## src/rtl/dm_sbus_pkg.sv

```systemverilog
// Shared types for the debug-module system bus arbiter: owners, FSM states,
// request/response bundles and the default response timeout.
package dm_sbus_pkg;

    localparam int unsigned TIMEOUT_DEFAULT = 255;

    typedef enum logic {
        OWNER_SBA  = 1'b0,
        OWNER_CORE = 1'b1
    } owner_e;

    typedef enum logic [1:0] {
        ST_IDLE  = 2'd0,
        ST_REQ   = 2'd1,
        ST_RESP  = 2'd2,
        ST_DRAIN = 2'd3
    } state_e;

    typedef struct packed {
        logic        req;
        logic [31:0] add;
        logic        we;
        logic [31:0] wdata;
        logic [3:0]  be;
    } sbus_req_t;

    typedef struct packed {
        logic        valid;
        logic        err;
        logic        other_err;
        logic [31:0] rdata;
    } sbus_resp_t;

endpackage

```

## src/rtl/dm_sbus_watchdog.sv

```systemverilog
// Response watchdog: counts RESP cycles and flags the cycle in which the
// TIMEOUT-th consecutive cycle without a bus response is reached.
module dm_sbus_watchdog
    import dm_sbus_pkg::*;
#(
    parameter int unsigned TIMEOUT = TIMEOUT_DEFAULT
) (
    input  logic clk,
    input  logic rst_n,
    input  logic clear,
    input  logic enable,
    output logic expired
);

    logic [15:0] count;

    always_ff @(posedge clk or negedge rst_n) begin
        if (!rst_n) begin
            count <= '0;
        end else if (clear) begin
            count <= '0;
        end else if (enable) begin
            count <= count + 16'd1;
        end
    end

    // count holds the completed RESP cycles, so the current one is count+1
    assign expired = enable && (count == 16'(TIMEOUT - 1));

endmodule

```

## src/rtl/dm_sbus_arbiter.sv

```systemverilog
// Two-requester (SBA, core) round-robin arbiter onto a single system bus,
// with at most one outstanding transaction and a response timeout.
module dm_sbus_arbiter
    import dm_sbus_pkg::*;
#(
    parameter int unsigned TIMEOUT = TIMEOUT_DEFAULT
) (
    input  logic        clk_i,
    input  logic        rst_ni,
    input  logic        dmactive_i,
    input  logic        sba_req_i,
    input  logic [31:0] sba_add_i,
    input  logic        sba_we_i,
    input  logic [31:0] sba_wdata_i,
    input  logic [3:0]  sba_be_i,
    output logic        sba_gnt_o,
    output logic        sba_r_valid_o,
    output logic        sba_r_err_o,
    output logic        sba_r_other_err_o,
    output logic [31:0] sba_r_rdata_o,
    input  logic        core_req_i,
    input  logic [31:0] core_add_i,
    input  logic        core_we_i,
    input  logic [31:0] core_wdata_i,
    input  logic [3:0]  core_be_i,
    output logic        core_gnt_o,
    output logic        core_r_valid_o,
    output logic        core_r_err_o,
    output logic        core_r_other_err_o,
    output logic [31:0] core_r_rdata_o,
    output logic        bus_req_o,
    output logic [31:0] bus_add_o,
    output logic        bus_we_o,
    output logic [31:0] bus_wdata_o,
    output logic [3:0]  bus_be_o,
    input  logic        bus_gnt_i,
    input  logic        bus_r_valid_i,
    input  logic        bus_r_err_i,
    input  logic        bus_r_other_err_i,
    input  logic [31:0] bus_r_rdata_i
);

    state_e     state;
    state_e     state_next;
    owner_e     owner;
    owner_e     last_owner;
    owner_e     winner;
    sbus_req_t  sba_bus;
    sbus_req_t  core_bus;
    sbus_req_t  own_bus;
    sbus_resp_t resp;
    logic       any_req;
    logic       wd_clear;
    logic       wd_enable;
    logic       wd_expired;

    // An inactive debug module hides the SBA request from arbitration entirely
    assign sba_bus  = '{req: sba_req_i & dmactive_i, add: sba_add_i, we: sba_we_i,
                        wdata: sba_wdata_i, be: sba_be_i};
    assign core_bus = '{req: core_req_i, add: core_add_i, we: core_we_i,
                        wdata: core_wdata_i, be: core_be_i};
    assign own_bus  = (owner == OWNER_SBA) ? sba_bus : core_bus;
    assign any_req  = sba_bus.req | core_bus.req;

    assign winner = (sba_bus.req && core_bus.req)
                  ? ((last_owner == OWNER_SBA) ? OWNER_CORE : OWNER_SBA)
                  : (sba_bus.req ? OWNER_SBA : OWNER_CORE);

    assign wd_clear  = (state == ST_REQ) && bus_gnt_i;
    assign wd_enable = (state == ST_RESP);

    dm_sbus_watchdog #(
        .TIMEOUT (TIMEOUT)
    ) u_watchdog (
        .clk     (clk_i),
        .rst_n   (rst_ni),
        .clear   (wd_clear),
        .enable  (wd_enable),
        .expired (wd_expired)
    );

    always_comb begin
        state_next = state;
        unique case (state)
            ST_IDLE:  if (any_req) state_next = ST_REQ;
            ST_REQ: begin
                if (bus_gnt_i) begin
                    state_next = ST_RESP;
                end else if (!own_bus.req) begin
                    state_next = ST_IDLE;
                end
            end
            ST_RESP: begin
                if (bus_r_valid_i) begin
                    state_next = ST_IDLE;
                end else if (wd_expired) begin
                    state_next = ST_DRAIN;
                end
            end
            ST_DRAIN: if (bus_r_valid_i) state_next = ST_IDLE;
            default:  state_next = ST_IDLE;
        endcase
    end

    always_ff @(posedge clk_i or negedge rst_ni) begin
        if (!rst_ni) begin
            state      <= ST_IDLE;
            owner      <= OWNER_SBA;
            last_owner <= OWNER_CORE;
        end else begin
            state <= state_next;
            if (state == ST_IDLE && any_req) begin
                owner <= winner;
            end
            if (state == ST_RESP && (bus_r_valid_i || wd_expired)) begin
                last_owner <= owner;
            end
        end
    end

    always_comb begin
        bus_req_o   = 1'b0;
        bus_add_o   = '0;
        bus_we_o    = 1'b0;
        bus_wdata_o = '0;
        bus_be_o    = '0;
        sba_gnt_o   = 1'b0;
        core_gnt_o  = 1'b0;
        resp        = '0;
        if (state == ST_REQ) begin
            bus_req_o   = 1'b1;
            bus_add_o   = own_bus.add;
            bus_we_o    = own_bus.we;
            bus_wdata_o = own_bus.wdata;
            bus_be_o    = own_bus.be;
            sba_gnt_o   = (owner == OWNER_SBA) && bus_gnt_i;
            core_gnt_o  = (owner == OWNER_CORE) && bus_gnt_i;
        end
        // A real response always beats the timeout pulse in the same cycle
        if (state == ST_RESP) begin
            if (wd_expired && !bus_r_valid_i) begin
                resp = '{valid: 1'b1, err: 1'b0, other_err: 1'b1, rdata: '0};
            end else begin
                resp = '{valid: bus_r_valid_i, err: bus_r_err_i,
                         other_err: bus_r_other_err_i, rdata: bus_r_rdata_i};
            end
        end
    end

    assign sba_r_valid_o      = (owner == OWNER_SBA) && resp.valid;
    assign sba_r_err_o        = (owner == OWNER_SBA) && resp.err;
    assign sba_r_other_err_o  = (owner == OWNER_SBA) && resp.other_err;
    assign sba_r_rdata_o      = (owner == OWNER_SBA) ? resp.rdata : '0;
    assign core_r_valid_o     = (owner == OWNER_CORE) && resp.valid;
    assign core_r_err_o       = (owner == OWNER_CORE) && resp.err;
    assign core_r_other_err_o = (owner == OWNER_CORE) && resp.other_err;
    assign core_r_rdata_o     = (owner == OWNER_CORE) ? resp.rdata : '0;

endmodule

```

## config.mk

```make
export PLATFORM = sky130hd
export DESIGN_NAME = dm_sbus_arbiter
export DESIGN_NICKNAME = d
export VERILOG_FILES = /design/src/rtl/dm_sbus_pkg.sv /design/src/rtl/dm_sbus_watchdog.sv /design/src/rtl/dm_sbus_arbiter.sv
export SDC_FILE = /design/constraint.sdc
export NUM_CORES = 1
export LEC_CHECK = 0
export BUFFER_PORTS_ARGS = -buffer_cell sky130_fd_sc_hd__buf_2
export CAP_MARGIN = 20
export CORE_AREA = 2 2 126 128
export CTS_CLUSTER_DIAMETER = 150
export DETAILED_ROUTE_END_ITERATION = 16
export DIE_AREA = 0 0 128 130
export GPL_TIMING_DRIVEN = 1
export HOLD_SLACK_MARGIN = 0.02
export SLEW_MARGIN = 40
export SYNTH_ARGS = -nofsm -noshare
export SYNTH_HDL_FRONTEND = slang
export SYNTH_SLANG_ARGS = --single-unit
export TNS_END_PERCENT = 5
```

## constraint.sdc

```tcl
create_clock -name clk_i -period 3.5 [get_ports clk_i]
set_input_delay 1.05 -clock clk_i [delete_from_list [all_inputs] [get_ports clk_i]]
set_output_delay 1.05 -clock clk_i [all_outputs]
set_load 0.02 [all_outputs]
```

### Yosys cells after proc, flatten, opt, wreduce, memory -nomap -nowiden

Cells that the tools add are included.

| word-level totals | value |
|---|---|
| register bits after elaboration | 20 |
| output and inout bits | 142 |

| operators by class | value |
|---|---|
| add/subtract/negate cells | 1 |
| equal/unequal tests | 8 |
| mux-type cells | 24 |
| bitwise operators | 3 |
| reductions and logical operators | 19 |

Operator list:

| kind | number |
|---|---|
| $mux W32 | 4 |
| $mux W35 | 2 |
| $mux W70 | 1 |
| $mux W16 | 2 |
| $add A16 B1 Y16 const B | 1 |
| $eq A16 B8 Y1 const B | 1 |
| $logic_and A1 B1 Y1 | 14 |
| $mux W2 | 6 |
| $pmux W2 S4 | 1 |
| $mux W1 | 7 |
| $ne A3 B3 Y1 const B | 2 |
| $eq A2 B2 Y1 const B | 2 |
| $mux W4 | 1 |
| $ne A2 B2 Y1 const B | 2 |
| $reduce_and A4 Y1 | 1 |
| $eq A2 B1 Y1 const B | 1 |
| $logic_not A2 Y1 | 1 |
| $reduce_bool A2 Y1 | 1 |
| $and A1 B1 Y1 | 1 |
| $logic_not A1 Y1 | 1 |
| $logic_or A1 B1 Y1 | 1 |
| $not A1 Y1 | 1 |
| $or A1 B1 Y1 | 1 |

### Logic depth before layout (Yosys ltp)

Gate-level depths: netlist of run 1.

| logic depth | value |
|---|---|
| word-level depth | 6 |
| mapped depth | 7 |

### Hierarchy

A second synthesis of run 1 with hierarchy kept.

| second synthesis, totals | value |
|---|---|
| cell total of the unflattened synthesis | 351 |
| area, all modules | 2667.6 sq um |

By module, submodules not included:

| module | instances | cells each | area each (sq um) | seq. area each (sq um) |
|---|---|---|---|---|
| dm_sbus_arbiter | 1 | 261 | 1801.7 | 101.3 |
| dm_sbus_watchdog | 1 | 90 | 865.8 | 400.4 |

### Worst setup path before layout of run 1

No wires, ideal clock.

| timing | value |
|---|---|
| kind | flip-flop to output port |
| start point | register u_watchdog.count[8] |
| end point | output port sba_r_other_err_o |
| arrival time | 2.171 ns |
| required time | 2.450 ns |
| slack | 0.279 ns |
| stages on the path, launching flop included | 6 |
| buffers on the path | 1 |
| cells stage by stage | dfrtp_1 -> or4_4 -> nor4b_4 -> nand3b_2 -> clkbuf_1 -> a21boi_0 |

| between the ends | value |
|---|---|
| cells in the longest elaborated chain, start to end | 6 |

RTL lines:

| element | RTL line | RTL |
|---|---|---|
| start, declared | dm_sbus_watchdog.sv:15 | `logic [15:0] count;` |
| start signal, assigned | dm_sbus_watchdog.sv:23 | `count <= count + 16'd1;` |
| $eq A16 B8 Y1 | dm_sbus_watchdog.sv:28 | `assign expired = enable && (count == 16'(TIMEOUT - 1));` |
| $logic_and A1 B1 Y1 | dm_sbus_watchdog.sv:28 |  |
| $logic_and A1 B1 Y1 | dm_sbus_arbiter.sv:141 | `if (wd_expired && !bus_r_valid_i) begin` |
| $mux W35 | dm_sbus_arbiter.sv:141 |  |
| $mux W35 | dm_sbus_arbiter.sv:140 | `if (state == ST_RESP) begin` |
| $logic_and A1 B1 Y1 | dm_sbus_arbiter.sv:152 | `assign sba_r_other_err_o = (owner == OWNER_SBA) && resp.other_err;` |
| end, declared | dm_sbus_arbiter.sv:19 | `output logic sba_r_other_err_o,` |

Every way passes these cells.

### Worst setup path in the final report of run 1

| timing | value |
|---|---|
| start point | register u_watchdog.count[8] |
| end point | output port core_r_rdata_o[11] |

| between the ends | value |
|---|---|
| cells in the longest elaborated chain, start to end | 6 |

RTL lines:

| element | RTL line | RTL |
|---|---|---|
| $eq A16 B8 Y1 | dm_sbus_watchdog.sv:28 |  |
| $logic_and A1 B1 Y1 | dm_sbus_watchdog.sv:28 |  |
| $logic_and A1 B1 Y1 | dm_sbus_arbiter.sv:141 |  |
| $mux W35 | dm_sbus_arbiter.sv:141 |  |
| $mux W35 | dm_sbus_arbiter.sv:140 |  |
| $mux W32 | dm_sbus_arbiter.sv:157 | `assign core_r_rdata_o = (owner == OWNER_CORE) ? resp.rdata : '0;` |
| end, declared | dm_sbus_arbiter.sv:30 | `output logic [31:0] core_r_rdata_o,` |

Every way passes these cells.

==> reports/qor.txt, run 1 <==
====================================================================================
Cell Area, Synth                                                         0.00268 mm2
Core footprint                                                            0.0154 mm2
Critical path startpoint category                                          flip-flop
Worst slack at placement                                                    0.272 ns
Number of cells produced by synthesis                                            364
Clk_lat worst skew                                                           0.25 ns
Hold path cells                                                                    1
Htree depth                                                                        1
Worst supply voltage drop on vdd                                            0.267 mV
Final-stage net count                                                            849
Initial cell density of the core                                               17.4%
Number of synthesized register bits                                               20
Growth of design area from synthesis to finish                                 72.0%
Root Buffer                                                             sky130_fd_sc_hd__clkbuf_16
Number of buffer cells added on primary ports                                    320
Initial antenna violation count                                                    3
RePlAce Congestion                                                             0.805
Clock tree from TritonCTS                                                        yes
Number of buffers added by the clock tree synthesis step                           3
Fraction of the yosys area taken by sequential cells                           18.7%
Count of unique library cells instantiated by Yosys                               43
Number of top-level pins                                                         321
Slew headroom                                                                  69.8%
Cell with the most instances after synthesis                            sky130_fd_sc_hd__nor2_1
Setup slack, reg-to-reg                                                      1.60 ns
Net count after synthesis                                                        545
Transition time at the pin with the least slew margin                       0.451 ns
Yosys warns                                                                        0
GRT Overall Usage                                                              13.8%
Clock sink total                                                                  20
Total die area                                                            0.0166 mm2
Number of hold violations in the final report                                      0
WS Path Type                                                              reg -> out
Biggest area consumer among synthesized cells                           sky130_fd_sc_hd__mux2i_1
Max-slew violation count                                                           0
Height of the die                                                             130 um
Post-synth top cells                                                    sky130_fd_sc_hd__nor2_1, sky130_fd_sc_hd__mux2i_1, sky130_fd_sc_hd__and3_1
Worst EP required                                                            2.45 ns
Post-DRT Antenna Nets                                                              0
Highest clock rate                                                           297 MHz
Setup repair after global routing missed its margin                               no
Fin crit share                                                                 96.1%
Post-route setup TNS                                                            0 ns
Global-route wire length before repair                                      18200 um
Number of standard-cell rows in the floorplan                                     46
Run status                                                              complete, no violations
Share of flip-flops with an asynchronous set or reset after synthesis           100%
Via count                                                                       3818
Via count of the first global-routing pass                                      3279
Critical-path maximum fanout                                                      68
Number of flops mapped to enable cells by yosys                                    0
PnR worst setup slack                                                       0.138 ns
Largest net degree at the start of global routing                                 69
Initial DRC Count                                                                201
Per-cell routed wire length                                                  14.7 um
Top cells by area, synth                                                sky130_fd_sc_hd__mux2i_1, sky130_fd_sc_hd__dfrtp_1, sky130_fd_sc_hd__and3_1
Clock-pin slew on the worst setup and hold paths                             0.06 ns
Total power after layout                                                     2.91 mW
Remaining global-route overflow                                                    0
Ys flop type                                                            sky130_fd_sc_hd__dfrtp_1
Leak Pwr                                                                     3.04 nW
Number of failing setup endpoints in the final timing report                       0
Avg Synthesized Cell Area                                                   7.36 um2
Arrival time worst endpoint                                                  2.31 ns
Post-layout minimum cycle time                                               3.36 ns
Hold slack                                                                  0.512 ns
Drc violations                                                                     0
Share of layout cells above drive strength 1                                   51.4%
Per-cell via count in the routed design                                         4.43
Number of buffers on the longest clock path                                        2
Min-delay worst type                                                      reg -> reg
Detailed-route wire length                                                  12700 um
Die W                                                                         128 um
First-pass iteration count of the detailed router                                  5
Clock Skew                                                                0.00663 ns
Depth of the worst register-to-register path                                       4
Synth top area share                                                           26.5%
DP Wirelength                                                               10600 um
Max-cap violations                                                                 0
CP Capture Type                                                          output port
Power per cell area                                                       632 mW/mm2
====================================================================================
==> worst max-delay path: stages, from the launching register on <==
cell and delay (ns):
sky130_fd_sc_hd__dfrtp_1 0.43, sky130_fd_sc_hd__or4_4 0.56, sky130_fd_sc_hd__nor4b_4 0.32, sky130_fd_sc_hd__nand3b_2 0.11, sky130_fd_sc_hd__buf_6 0.22, sky130_fd_sc_hd__and3_1 0.22, sky130_fd_sc_hd__buf_2 0.16
==> per-stage QoR <==
| step | util, % | instance area, um2 | std cells |
|---|---|---|---|
| global placement | 29.1 | 4480 | 854 |
| global route | 29.9 | 4610 | 862 |
| CTS | 29.7 | 4590 | 858 |
| finish | 29.9 | 4610 | 862 |
| detailed placement | 29.1 | 4480 | 854 |
| floorplan | - | 2680 | 364 |
==> per-layer routing <==
layer	share of wire (%)	GRT usage, %
met2	48	23.9
met5	0	0
met3	7.0	1.80
met1	45	18.5
met4	0.21	2.52
==> registers in the layout (all words and copies together), names as in the netlist <==
register,flops
state,2
last_owner,1
u_watchdog.count,16
owner,1
==> repair_timing <==
action	CTS	global route
resized for setup	0	1
endpoints found under the setup margin	0	68
setup buffers	0	1
hold buffers	0	0
==> logic make-up (layout without fill, tap and decap cells) <==
| kind of cell | after synthesis | count (layout) | synth area share, % |
|---|---|---|---|
| xor gates and xnor gates | 5 | 5 | 1.64 |
| adders and majority gates | 2 | 2 | 0.934 |
| DFF | 20 | 20 | 18.7 |
| other | 0 | 3 | 0 |
| muxes | 71 | 71 | 26.5 |
| AOI/OAI and AO/OA | 33 | 33 | 7.85 |
| and+or+nand+nor | 195 | 195 | 38.1 |
| buffers and inverters | 38 | 341 | 6.21 |
==> power breakdown <==
group          switching [mW]  total (mW)  internal [mW]
Sequential              0.111       0.384          0.273
Clock                  0.0856       0.312          0.227
Combinational            1.36        2.22          0.852
Total                    1.56        2.91           1.35
==> cell usage in the layout, fill, tap and decap left out, types with 3 or more instances in the layout <==
cell                          n
sky130_fd_sc_hd__nor4_1       4
sky130_fd_sc_hd__buf_4        8
sky130_fd_sc_hd__diode_2      3
sky130_fd_sc_hd__inv_1        6
sky130_fd_sc_hd__mux2i_1     71
sky130_fd_sc_hd__buf_2      320
sky130_fd_sc_hd__nor3_1       3
sky130_fd_sc_hd__dfrtp_1     18
sky130_fd_sc_hd__and3_1      67
sky130_fd_sc_hd__nand3_1      9
sky130_fd_sc_hd__nand2_1     13
sky130_fd_sc_hd__xnor2_1      3
sky130_fd_sc_hd__nand4_1      3
sky130_fd_sc_hd__o21ai_0     12
sky130_fd_sc_hd__nor2_1      80
sky130_fd_sc_hd__a21oi_1      6
sky130_fd_sc_hd__clkbuf_16    3
==> final cells by class <==
| type | instances | area (um2) |
|---|---|---|
| clock inverter | 1 | 30.0 |
| sequential | 20 | 505 |
| clock buffer | 3 | 75.1 |
| timing repair buffer | 331 | 1710 |
| multi-input combinational | 306 | 2010 |
| antenna | 3 | 7.51 |
| tap | 192 | 240 |
| inverter | 6 | 22.5 |
| fill | 1724 | 10800 |
==> worst paths after layout <==
kind | from | endpoint
max | u_watchdog.count[8]$_DFFE_PN0P_ | core_r_rdata_o[11]
min | u_watchdog.count[6]$_DFFE_PN0P_ | u_watchdog.count[6]$_DFFE_PN0P_
max reg2reg | u_watchdog.count[5]$_DFFE_PN0P_ | u_watchdog.count[15]$_DFFE_PN0P_
min reg2reg | u_watchdog.count[6]$_DFFE_PN0P_ | u_watchdog.count[6]$_DFFE_PN0P_
max in group asynchronous | rst_ni | owner$_DFFE_PN0P_
min in group asynchronous | rst_ni | u_watchdog.count[1]$_DFFE_PN0P_
Note: power is estimated with default switching activity, not from simulation.
==> inputs of run 2 (changes only) <==
--- a/config.mk
+++ b/config.mk
@@ -16,5 +16,6 @@
 export SLEW_MARGIN = 40
 export SYNTH_ARGS = -nofsm -noshare
 export SYNTH_HDL_FRONTEND = slang
+export SYNTH_HIERARCHICAL = 1
 export SYNTH_SLANG_ARGS = --single-unit
 export TNS_END_PERCENT = 5
==> reports/qor.txt, run 2 <==
=====================================================================================
Clock Skew                                                                 0.00427 ns
Max-slew violation count                                                            0
Yosys warns                                                                         6
Per-cell routed wire length                                                   12.7 um
CP delay by family, top                                                  simple AND/OR/NAND/NOR gates
Per-cell via count in the routed design                                          4.10
Top register by number of flip-flops                                     u_watchdog/count
DP Wirelength                                                                 9200 um
Post-synth top cells                                                     sky130_fd_sc_hd__nor2_1, sky130_fd_sc_hd__mux2i_1, sky130_fd_sc_hd__and2_1
Highest signal layer in the routed design                                        met4
Most frequent cells in the layout                                        sky130_fd_sc_hd__buf_2, sky130_fd_sc_hd__nor2_1, sky130_fd_sc_hd__mux2i_1
Synth top area share                                                            25.9%
Share of layout cells above drive strength 1                                    54.4%
Clk_lat worst skew                                                            0.25 ns
Leak Pwr                                                                      2.94 nW
Number of filler instances in the final layout                                   1673
RePlAce Congestion                                                              0.815
Height of the die                                                              130 um
Relative contribution of sequential cells to total power                        11.0%
WS Path Type                                                               reg -> out
Min-delay worst type                                                       reg -> reg
Initial DRC Count                                                                  99
Die W                                                                          128 um
Arrival time worst endpoint                                                   2.34 ns
Most frequent standard cell in the layout excluding fill and tap cells   sky130_fd_sc_hd__buf_2
Combinational group share of total power                                        79.8%
Remaining global-route overflow                                                     0
Flip-flop count of the largest register, all copies and words added                16
Worst EP required                                                             2.45 ns
Net Switching                                                                 1.50 mW
Number of synthesized register bits                                                20
Post-DRT Antenna Nets                                                               0
Total internal power                                                          1.31 mW
Clock sink total                                                                   20
Growth of design area from synthesis to finish                                  74.2%
Number of cells produced by synthesis                                             351
Count of hold buffers inserted by post-cts repair                                   0
Share of flip-flops with an asynchronous set or reset after synthesis            100%
Setup repair after global routing missed its margin                                no
Number of top-level pins                                                          321
First-pass iteration count of the detailed router                                   4
Largest registers                                                        u_watchdog/count: 16 flops, state: 2 flops
Most frequent cell on the critical path                                  sky130_fd_sc_hd__buf_4
Critical-path maximum fanout                                                        9
Final-stage net count                                                             848
Slew headroom                                                                   68.8%
Top cells by area, synth                                                 sky130_fd_sc_hd__mux2i_1, sky130_fd_sc_hd__dfrtp_1, sky130_fd_sc_hd__and2_1
Critical path startpoint category                                           flip-flop
Number of failing setup endpoints in the final timing report                        0
Cell Area, Synth                                                          0.00267 mm2
Highest clock rate                                                            295 MHz
Sum of met2 wire segment lengths after detailed routing                       5400 um
Initial cell density of the core                                                17.3%
Switching Fraction                                                              53.5%
Worst supply voltage drop on vdd                                             0.354 mV
Total inserted antenna cells                                                        0
Root Buffer                                                              sky130_fd_sc_hd__clkbuf_16
Transition time at the pin with the least slew margin                        0.468 ns
Count of unique library cells instantiated by Yosys                                39
Via count of the first global-routing pass                                       2983
Clock-pin slew on the worst setup and hold paths                              0.05 ns
Total die area                                                             0.0166 mm2
Longest individual stage delay on the worst path                              0.47 ns
Fin crit share                                                                  96.8%
Ys flop type                                                             sky130_fd_sc_hd__dfrtp_1
Htree depth                                                                         1
Drc violations                                                                      0
Number of buffer cells added on primary ports                                     320
Power per cell area                                                        604 mW/mm2
Net count after synthesis                                                         532
Clock network fraction of design power                                           9.2%
Clock tree from TritonCTS                                                         yes
Max-cap violations                                                                  0
Total power after layout                                                      2.81 mW
Detailed-route wire length                                                   10900 um
Fraction of the yosys area taken by sequential cells                            18.8%
Initial antenna violation count                                                     0
Worst-path cell chain                                                    inv_1, ha_1, or4b_4, nor3_4, and2b_2, nor4_4, buf_6, buf_4, and2_1, buf_4
Detail Route met3 WL                                                           739 um
Cell with the largest stage delay on the worst path                      sky130_fd_sc_hd__or4b_4
Biggest area consumer among synthesized cells                            sky130_fd_sc_hd__mux2i_1
Number of hold violations in the final report                                       0
Largest net degree at the start of global routing                                  63
Number of buffers on the longest clock path                                         2
Number of buffers added by the clock tree synthesis step                            3
Post-layout minimum cycle time                                                3.39 ns
GRT Overall Usage                                                               11.4%
Post-route setup TNS                                                             0 ns
Run status                                                               complete, no violations
Core footprint                                                             0.0154 mm2
Avg Synthesized Cell Area                                                    7.60 um2
CP Capture Type                                                           output port
Met1 wire length                                                              4690 um
Number of flops mapped to enable cells by yosys                                     0
Cell with the most instances after synthesis                             sky130_fd_sc_hd__nor2_1
Via count                                                                        3514
Buffering stage count on the worst path with inverters included                     4
Global-route wire length before repair                                       15200 um
Number of standard-cell rows in the floorplan                                      46
=====================================================================================
==> run 2: repair_timing <==
item,in CTS,in global routing
buffers inserted,5,1
hold endpoints to repair,0,0
cloned,0,0
setup endpoints to repair,64,38
resized for setup,7,5
pin swaps,2,1
==> run 2: logic make-up after synthesis <==
logic type | after synthesis | share of synthesized area (%)
compound gates | 19 | 5.02
xor+xnor | 10 | 3.28
fa+ha+maj | 2 | 0.938
buf+inv | 36 | 7.55
flops | 20 | 18.8
mux | 72 | 27.2
simple gates | 192 | 37.2
==> run 2: per-stage QoR <==
step | worst slack (ns) | hold slack [ns] | instance area [um2] | instances | utilization, %
6_report | 0.111 | 0.566 | 4650 | 858 | 30.1
5_1_grt | 0.000890 | 0.604 | 4650 | 858 | 30.1
4_1_cts | 0.0185 | 0.576 | 4630 | 858 | 30.0
3_5_place_dp | -0.0984 | 0.565 | 4470 | 849 | 29.0
3_3_place_gp | -0.267 | 0.557 | 4450 | 846 | 28.8
2_1_floorplan | 0.305 | 0.505 | 2670 | 351 | -
==> run 2: cell type report <==
type | instances | area (um2) | area share (%)
Clock buffer | 4 | 88.8 | 1.91
Timing Repair Buffer | 337 | 1770 | 38.1
Sequential cell | 20 | 505 | 10.9
Multi-Input combinational cell | 295 | 2000 | 43.1
Tap cell | 192 | 240 | 5.17
Inverter | 10 | 40.0 | 0.862
==> run 2: tightest hold or removal path, stage by stage, from the launching register on <==
cell and delay (ns):
sky130_fd_sc_hd__dfrtp_1 0.35, sky130_fd_sc_hd__ha_1 0.12, sky130_fd_sc_hd__a211oi_1 0.05
==> run 2: worst paths after layout <==
path / start / endpoint / slack, ns / cells after the start
worst max-delay path: u_watchdog/count[0]$_DFFE_PN0P_ / sba_r_rdata_o[10] / 0.11 / 10
worst min-delay path: u_watchdog/count[1]$_DFFE_PN0P_ / u_watchdog/count[1]$_DFFE_PN0P_ / 0.57 / 2
worst max register to register: state[1]$_DFFE_PN0P_ / u_watchdog/count[14]$_DFFE_PN0P_ / 1.26 / 10
worst min register to register: u_watchdog/count[1]$_DFFE_PN0P_ / u_watchdog/count[1]$_DFFE_PN0P_ / 0.57 / 2
max in group asynchronous: rst_ni / owner$_DFFE_PN0P_ / 2.39 / 1
min in group asynchronous: rst_ni / u_watchdog/count[10]$_DFFE_PN0P_ / 0.75 / 1
==> run 2: layer usage <==
metal  track usage, %  vias up
li1                 -     1797
met1             14.8     1526
met2             21.1      187
met3            0.902        4
met4             1.94        0
met5                0        -
==> run 2: power by group through the flow <==
stage | Clock (mW) | Combinational [mW] | Sequential (mW)
floorplan | 0 | 1.56 | 0.300
global placement | 0 | 2.20 | 0.321
detailed placement | 0 | 2.22 | 0.320
CTS | 0.265 | 2.26 | 0.308
global route | 0.275 | 2.44 | 0.314
finish | 0.259 | 2.24 | 0.308
